<file path="src/rtl/route_req_gen.sv">
// Per-input routing-request generator: decodes head-flit destinations into one-hot
// output-port requests, holds them through grant and packet transfer, flags protocol errors.
module route_req_gen #(
  parameter int unsigned NIN   = 2,
  parameter int unsigned NPORT = 4,
  parameter int unsigned PKTW  = 16
) (
  input  logic                  clk,
  input  logic                  rst,
  input  logic [NIN*PKTW-1:0]   in_flit,
  input  logic [NIN-1:0]        in_valid,
  input  logic [NIN-1:0]        in_ready,
  input  logic [NIN-1:0]        grant,
  input  logic [NIN-1:0]        err_clr,
  output logic [NIN*NPORT-1:0]  req,
  output logic [NIN-1:0]        owned,
  output logic [NIN-1:0]        err
);

  localparam int unsigned DSTW = (NPORT > 2) ? $clog2(NPORT) : 1;

  localparam logic [1:0] FlowBody     = 2'b00;
  localparam logic [1:0] FlowHead     = 2'b01;
  localparam logic [1:0] FlowTail     = 2'b10;
  localparam logic [1:0] FlowHeadTail = 2'b11;

  typedef enum logic [1:0] {StIdle, StReq, StGnt, StXfer} state_e;

  for (genvar gi = 0; gi < NIN; gi++) begin : g_ch
    logic [1:0]       w_flow;
    logic [DSTW-1:0]  w_dest;
    logic             w_is_head;
    logic             w_dest_ok;
    logic             w_xfer;
    logic             w_err_set;
    logic [NPORT-1:0] w_onehot;

    state_e           r_state;
    logic [NPORT-1:0] r_req;
    logic             r_owned;
    logic             r_err;

    assign w_flow    = in_flit[gi*PKTW+PKTW-2 +: 2];
    assign w_dest    = in_flit[gi*PKTW +: DSTW];
    // HEAD and HEADTAIL both carry the low flow bit.
    assign w_is_head = w_flow[0];
    assign w_dest_ok = 32'(w_dest) < NPORT;
    assign w_onehot  = NPORT'(1) << w_dest;
    assign w_xfer    = in_valid[gi] & in_ready[gi] & r_owned;

    always_comb begin
      w_err_set = 1'b0;
      unique case (r_state)
        StIdle:  w_err_set = in_valid[gi] & ~(w_is_head & w_dest_ok);
        StGnt:   w_err_set = w_xfer & ~w_is_head;
        StXfer:  w_err_set = w_xfer & w_is_head;
        default: w_err_set = 1'b0;
      endcase
    end

    always_ff @(posedge clk or posedge rst) begin
      if (rst) begin
        r_state <= StIdle;
        r_req   <= '0;
        r_owned <= 1'b0;
        r_err   <= 1'b0;
      end else begin
        if (w_err_set) begin
          r_err <= 1'b1;
        end else if (err_clr[gi]) begin
          r_err <= 1'b0;
        end

        case (r_state)
          StIdle: begin
            if (in_valid[gi] && w_is_head && w_dest_ok) begin
              r_req   <= w_onehot;
              r_state <= StReq;
            end
          end
          StReq: begin
            if (grant[gi]) begin
              r_owned <= 1'b1;
              r_state <= StGnt;
            end
          end
          StGnt: begin
            if (w_xfer) begin
              if (w_flow == FlowHead) begin
                r_state <= StXfer;
              end else begin
                r_state <= StIdle;
                r_req   <= '0;
                r_owned <= 1'b0;
              end
            end
          end
          StXfer: begin
            // Only BODY keeps the packet open; TAIL ends it, a head here is an error.
            if (w_xfer && (w_flow == FlowTail || w_flow == FlowHead ||
                           w_flow == FlowHeadTail)) begin
              r_state <= StIdle;
              r_req   <= '0;
              r_owned <= 1'b0;
            end
          end
          default: begin
            r_state <= StIdle;
            r_req   <= '0;
            r_owned <= 1'b0;
          end
        endcase
      end
    end

    assign req[gi*NPORT +: NPORT] = r_req;
    assign owned[gi]              = r_owned;
    assign err[gi]                = r_err;
  end

endmodule

</file>
<file path="config.mk">
export PLATFORM = sky130hd
export DESIGN_NAME = route_req_gen
export DESIGN_NICKNAME = d
export VERILOG_FILES = /design/src/rtl/route_req_gen.sv
export SDC_FILE = /design/constraint.sdc
export NUM_CORES = 1
export LEC_CHECK = 0
export CELL_PAD_IN_SITES_DETAIL_PLACEMENT = 1
export CELL_PAD_IN_SITES_GLOBAL_PLACEMENT = 2
export CORE_MARGIN = 3
export CORE_UTILIZATION = 30
export DETAILED_ROUTE_END_ITERATION = 16
export DONT_BUFFER_PORTS = 1
export GPL_ROUTABILITY_DRIVEN = 0
export PLACE_DENSITY = 0.82
export SLEW_MARGIN = 20
export SYNTH_ARGS = -nofsm -noshare
export SYNTH_HDL_FRONTEND = slang
export SYNTH_SLANG_ARGS = --single-unit
</file>
<file path="constraint.sdc">
create_clock -name clk -period 1.3 [get_ports clk]
set_input_delay 0.39 -clock clk [delete_from_list [all_inputs] [get_ports clk]]
set_output_delay 0.39 -clock clk [all_outputs]
set_load 0.05 [all_outputs]
</file>
# == Word level (Yosys, flattened, before mapping) ==
# Index checks and enable logic that the tools add are counted.
# classes
mux,38
n_reduce_logical,22
shift,2
bitwise,12
eq_ne,22
# ops
operator,n
$mux 4,8
$pmux 4 s3,2
$mux 2,10
$ne 2x2->1 const B,10
$reduce_and 5->1,4
$eq 2x2->1 const B,8
$pmux 2 s4,2
$mux 1,12
$pmux 1 s3,4
$reduce_bool 3->1,4
$and 1x1->1,10
$eq 2x1->1 const B,4
$reduce_and 4->1,2
$shl 1x2->4 const A,2
$logic_and 1x1->1,4
$logic_not 2->1,2
$logic_or 1x1->1,4
$reduce_bool 2->1,2
$not 1->1,2
# word_totals
ff_bits,16
out_inout_bits,12

# == Longest topological paths before layout ==
# depth
ltp_word,6
ltp_mapped,5
ltp_nobuf,4

# == Worst setup path after synthesis ==
# No wires, ideal clock.
# synth_timing
path_kind,register to register
start,register g_ch[1].r_state[1]
end,register g_ch[1].r_req[0]
path_stages_with_launch,6
path_slack_ps,-78
required_time_ps,1175
path_buffers,1
arrival_time_ps,1254
synth_period_minus_slack_ps,1378
cell_sequence,dfrtp_1 -> buf_6 -> and4_4 -> mux2i_4 -> o22ai_4 -> mux2_2
# synth_between
elab_chain_cells,3
word_cells_on_any_way,10
# synth_rtl
element,line,source
from (decl),38,state_e r_state;
from (signal assigned),63,r_state <= StIdle;
from (signal assigned),78,r_state <= StReq;
from (signal assigned),84,r_state <= StGnt;
$eq 2x2->1 / $logic_not 2->1 (equally long branches),74,case (r_state)
$ne 2x2->1 (no source line) / $reduce_bool 3->1 (equally long branches),n/a,
$reduce_and 5->1 (no source line),n/a,
to (signal assigned),77,r_req <= w_onehot;
to (decl),39,logic [NPORT-1:0] r_req;
# Parallel ways exist; a longest one is shown, timed or not.
# A chain may end at the register's enable or synchronous reset.

# == Final worst setup path ==
# layout_timing
start,register g_ch[1].r_owned
end,register g_ch[1].r_req[1]
# layout_between
elab_chain_cells,4
word_cells_on_any_way,5
# layout_rtl
element,line,source
from (decl),40,logic r_owned;
from (signal assigned),65,r_owned <= 1'b0;
from (signal assigned),83,r_owned <= 1'b1;
from (signal assigned),94,r_owned <= 1'b0;
$and 1x1->1 *,49,assign w_xfer = in_valid[gi] & in_ready[gi] & r_owned;
$logic_and 1x1->1,100,if (w_xfer && (w_flow == FlowTail || w_flow == FlowHead ||
$ne 2x2->1 (no source line),n/a,
$reduce_and 5->1 (no source line) *,n/a,
# Mark *: on every way between the ends. The rest lies on a longest branch, timed or not.

==> impl_metrics.env <==
export IMPL_result_of_the_run="complete, but fails checks"
export IMPL_failed_checks="negative setup slack"
export IMPL_cts_root_buffer="clkbuf_4"
export IMPL_totalWireLength_mm=2.33
export IMPL_synthToLayoutAreaGrowth_pct=21.5
export IMPL_clock_tree_from_tritoncts="done"
export IMPL_asyncSetResetFlopFracSynth_pct=100
export IMPL_std_cell_rows=19
export IMPL_cell_with_the_biggest_individual_delay_on_the_critical_path="dfrtp_1"
export IMPL_dr_wl_met2_mm=1.15
export IMPL_syn_inst_count=99
export IMPL_worst_clock_skew_ns=0.000456
export IMPL_type_of_the_worst_setup_path="reg2reg"
export IMPL_ctsLongestPathBuffers=2
export IMPL_initial_core_util_pct=33.1
export IMPL_combined_area_of_all_synthesized_cells_um2=961
export IMPL_synth_largest_type_area_fraction_pct=41.7
export IMPL_length_of_the_first_detailed_routing_pass_in_iterations=4
export IMPL_synth_nets=141
export IMPL_number_of_antenna_violations_at_the_first_check_in_global_routing=0
export IMPL_synth_most_common_cell="dfrtp_1"
export IMPL_final_setup_violating_endpoints=8
export IMPL_post_synthesis_sequential_element_count=16
export IMPL_groute_usage_overall_pct=12.6
export IMPL_layout_drive_gt1_share_pct=39.6
export IMPL_core_region_area_um2=2900
export IMPL_grt_first_pass_wirelength_mm=3.98
export IMPL_globalRouteOverflowTotal=0
export IMPL_yosysUniqueCellTypes=36
export IMPL_clk_transition_reported_paths_ns=0.10
export IMPL_timing_critical_path_max_delay_family="multiplexers"
export IMPL_final_hold_viol_count=0
export IMPL_chipHeight_um=62.6
export IMPL_crit_path_max_fanout=4
export IMPL_crit_path_cell_chain="and4_4 -> mux2i_4 -> o22ai_4 -> mux2_2"
export IMPL_antenna_left=0
export IMPL_cts_sink_count=16
export IMPL_leading_cell_types_by_total_area_after_synthesis="dfrtp_1, mux2_2, a21oi_1"
export IMPL_synth_edff_count=0
export IMPL_vias_per_cell=5.10
export IMPL_drt_initial_drc_count=13
export IMPL_hold_slack_ns=0.165
export IMPL_slack_of_the_worst_reg_to_reg_path_ns=-0.06
export IMPL_cp_required_ns=1.48
export IMPL_maxCapViolCount=0
export IMPL_clock_insertion_delay_at_the_later_pin_of_the_skew_report_ns=0.28
export IMPL_end_kind="flop"
export IMPL_layout_core_utilization_pct=40.3
export IMPL_timing_reg2reg_worst_path_depth=4
export IMPL_fp_dieArea_um2=3920
export IMPL_dpl_hpwl_mm=1.82
export IMPL_ys_warnings_count=0
export IMPL_static_leakage_power_nw=0.470
export IMPL_max_clk_rate_mhz=733
export IMPL_grt_start_max_net_pins=17
export IMPL_layout_setup_ws_ns=-0.0641
export IMPL_die_extent_in_x_um=62.6
export IMPL_cpPeakStageDelay_ns=0.41
export IMPL_final_max_slew_violation_count=0
export IMPL_setup_repair_after_global_routing_missed_its_margin="true"
export IMPL_finalNetCount=155
export IMPL_power_ir_vdd_worst_v=0.00107
export IMPL_synth_area_per_cell_um2=9.71
export IMPL_cts_inserted_buffers=3
export IMPL_finalCritPeriodShare_pct=105
export IMPL_vias=781
export IMPL_timing_final_crit_period_ns=1.36
export IMPL_numPortBuffers=0
export IMPL_hold_path_class="in2reg"
export IMPL_wl_per_cell_um=15.2
export IMPL_synth_largest_area_cell="dfrtp_1"
export IMPL_ys_top_cells_by_count="dfrtp_1, a21oi_1, nor2_1"
export IMPL_worst_path_stages=4
export IMPL_timing_worst_slew_pin_value_ns=0.475
export IMPL_io_pins=54
export IMPL_top_signal_layer_used="met4"
export IMPL_synthFlopType="dfrtp_1"
export IMPL_drt_drc_violations_left=0
export IMPL_synth_seq_area_share_pct=41.7
export IMPL_relSlewSlack_pct=68.3
export IMPL_cts_htree_levels=1
export IMPL_cp_arrival_ns=1.54
export IMPL_drt_met1_wl_mm=1.01
export IMPL_holdPathStages=1
export IMPL_grt_pass1_vias=870
export IMPL_diodes=0
export IMPL_start_kind="flop"
export IMPL_timing_setup_tns_ns=-0.349
export IMPL_wl_met3_um=140
export IMPL_worst_path_buf_inv=0
export IMPL_powerDensity_nw_per_um2=2500
[layer usage]
layer	vias up	GRT usage [%]
met2	19	20.9
met3	4	2.88
met5	-	0
met4	0	4.96
li1	378	-
met1	380	15.8
[cell families after synthesis]
kind of cell	count (synthesis)	synth area share [%]
xor+xnor	1	0.912
buf+inv	12	7.55
simple gates	39	23.8
compound gates	25	18.0
mux	6	8.07
flops	16	41.7
[layout make-up]
| cell class | instances | area [um2] |
|---|---|---|
| Multi-Input combinational cell | 71 | 510 |
| Clock buffer | 3 | 22.5 |
| Timing Repair Buffer | 19 | 161 |
| Tap cell | 42 | 52.6 |
| Sequential cell | 16 | 413 |
| Inverter | 2 | 7.51 |
| Fill cell | 348 | 1730 |
[metrics by stage]
| step | instances | setup slack [ns] | instance area, um2 | power, mW |
|---|---|---|---|---|
| after floorplan | 99 | -0.0520 | 963 | 2.18 |
| after CTS | 152 | -0.101 | 1130 | 2.83 |
| final | 153 | -0.0641 | 1170 | 2.91 |
| after global routing | 153 | -0.119 | 1170 | 3.10 |
| after detailed placement | 147 | -0.0953 | 1070 | 2.48 |
| after global placement | 147 | -0.0516 | 1070 | 2.42 |
[power by group]
group	total [mW]	leakage [nW]	internal [mW]	switching [mW]
logic	1.29	0.266	0.658	0.629
clock network	0.269	0.0138	0.108	0.161
registers	1.36	0.190	0.741	0.617
total	2.91	0.470	1.51	1.41
[worst paths after layout]
| check | from | endpoint |
|---|---|---|
| worst max-delay path | g_ch[1].r_owned | g_ch[1].r_req[1] |
| worst min-delay path | in_flit[1] | g_ch[0].r_req[1] |
| worst max register to register | g_ch[1].r_owned | g_ch[1].r_req[1] |
| worst min register to register | g_ch[0].r_err | g_ch[0].r_err |
| max in group asynchronous | rst | g_ch[0].r_req[1] |
| min in group asynchronous | rst | g_ch[0].r_req[2] |
[state kept, by name, indices dropped and copies added (netlist names)]
name,count
g_ch.r_err,2
g_ch.r_owned,2
g_ch.r_req,8
g_ch.r_state,4
[placed cells by master (no fill, tap or decap), drive strengths merged]
cell type,n
nand2b,4
o2bb2ai,2
and3,1
a22o,3
nor4b,1
mux2,4
and4,1
a21oi,8
clkbuf,3
nand4,1
a22oi,1
dlygate4sd3,1
o311ai,1
xnor2,1
nand3,4
nor3,3
nor4,1
dfrtp,16
nand2,5
and3b,1
mux2i,2
inv,2
nor3b,4
nor2b,3
a311o,1
o211ai,1
buf,18
nor2,8
o21ai,7
nand4b,1
or2b,1
o22ai,1
[timing repair]
item                                    CTS  global route
buffers inserted                          2             1
pin swaps                                 2             1
hold buffers                              1             0
gates resized for setup                  11            10
endpoints found under the setup margin   19            16
hold endpoints to repair                 16             0
Note: power is estimated with default switching activity, not from simulation.
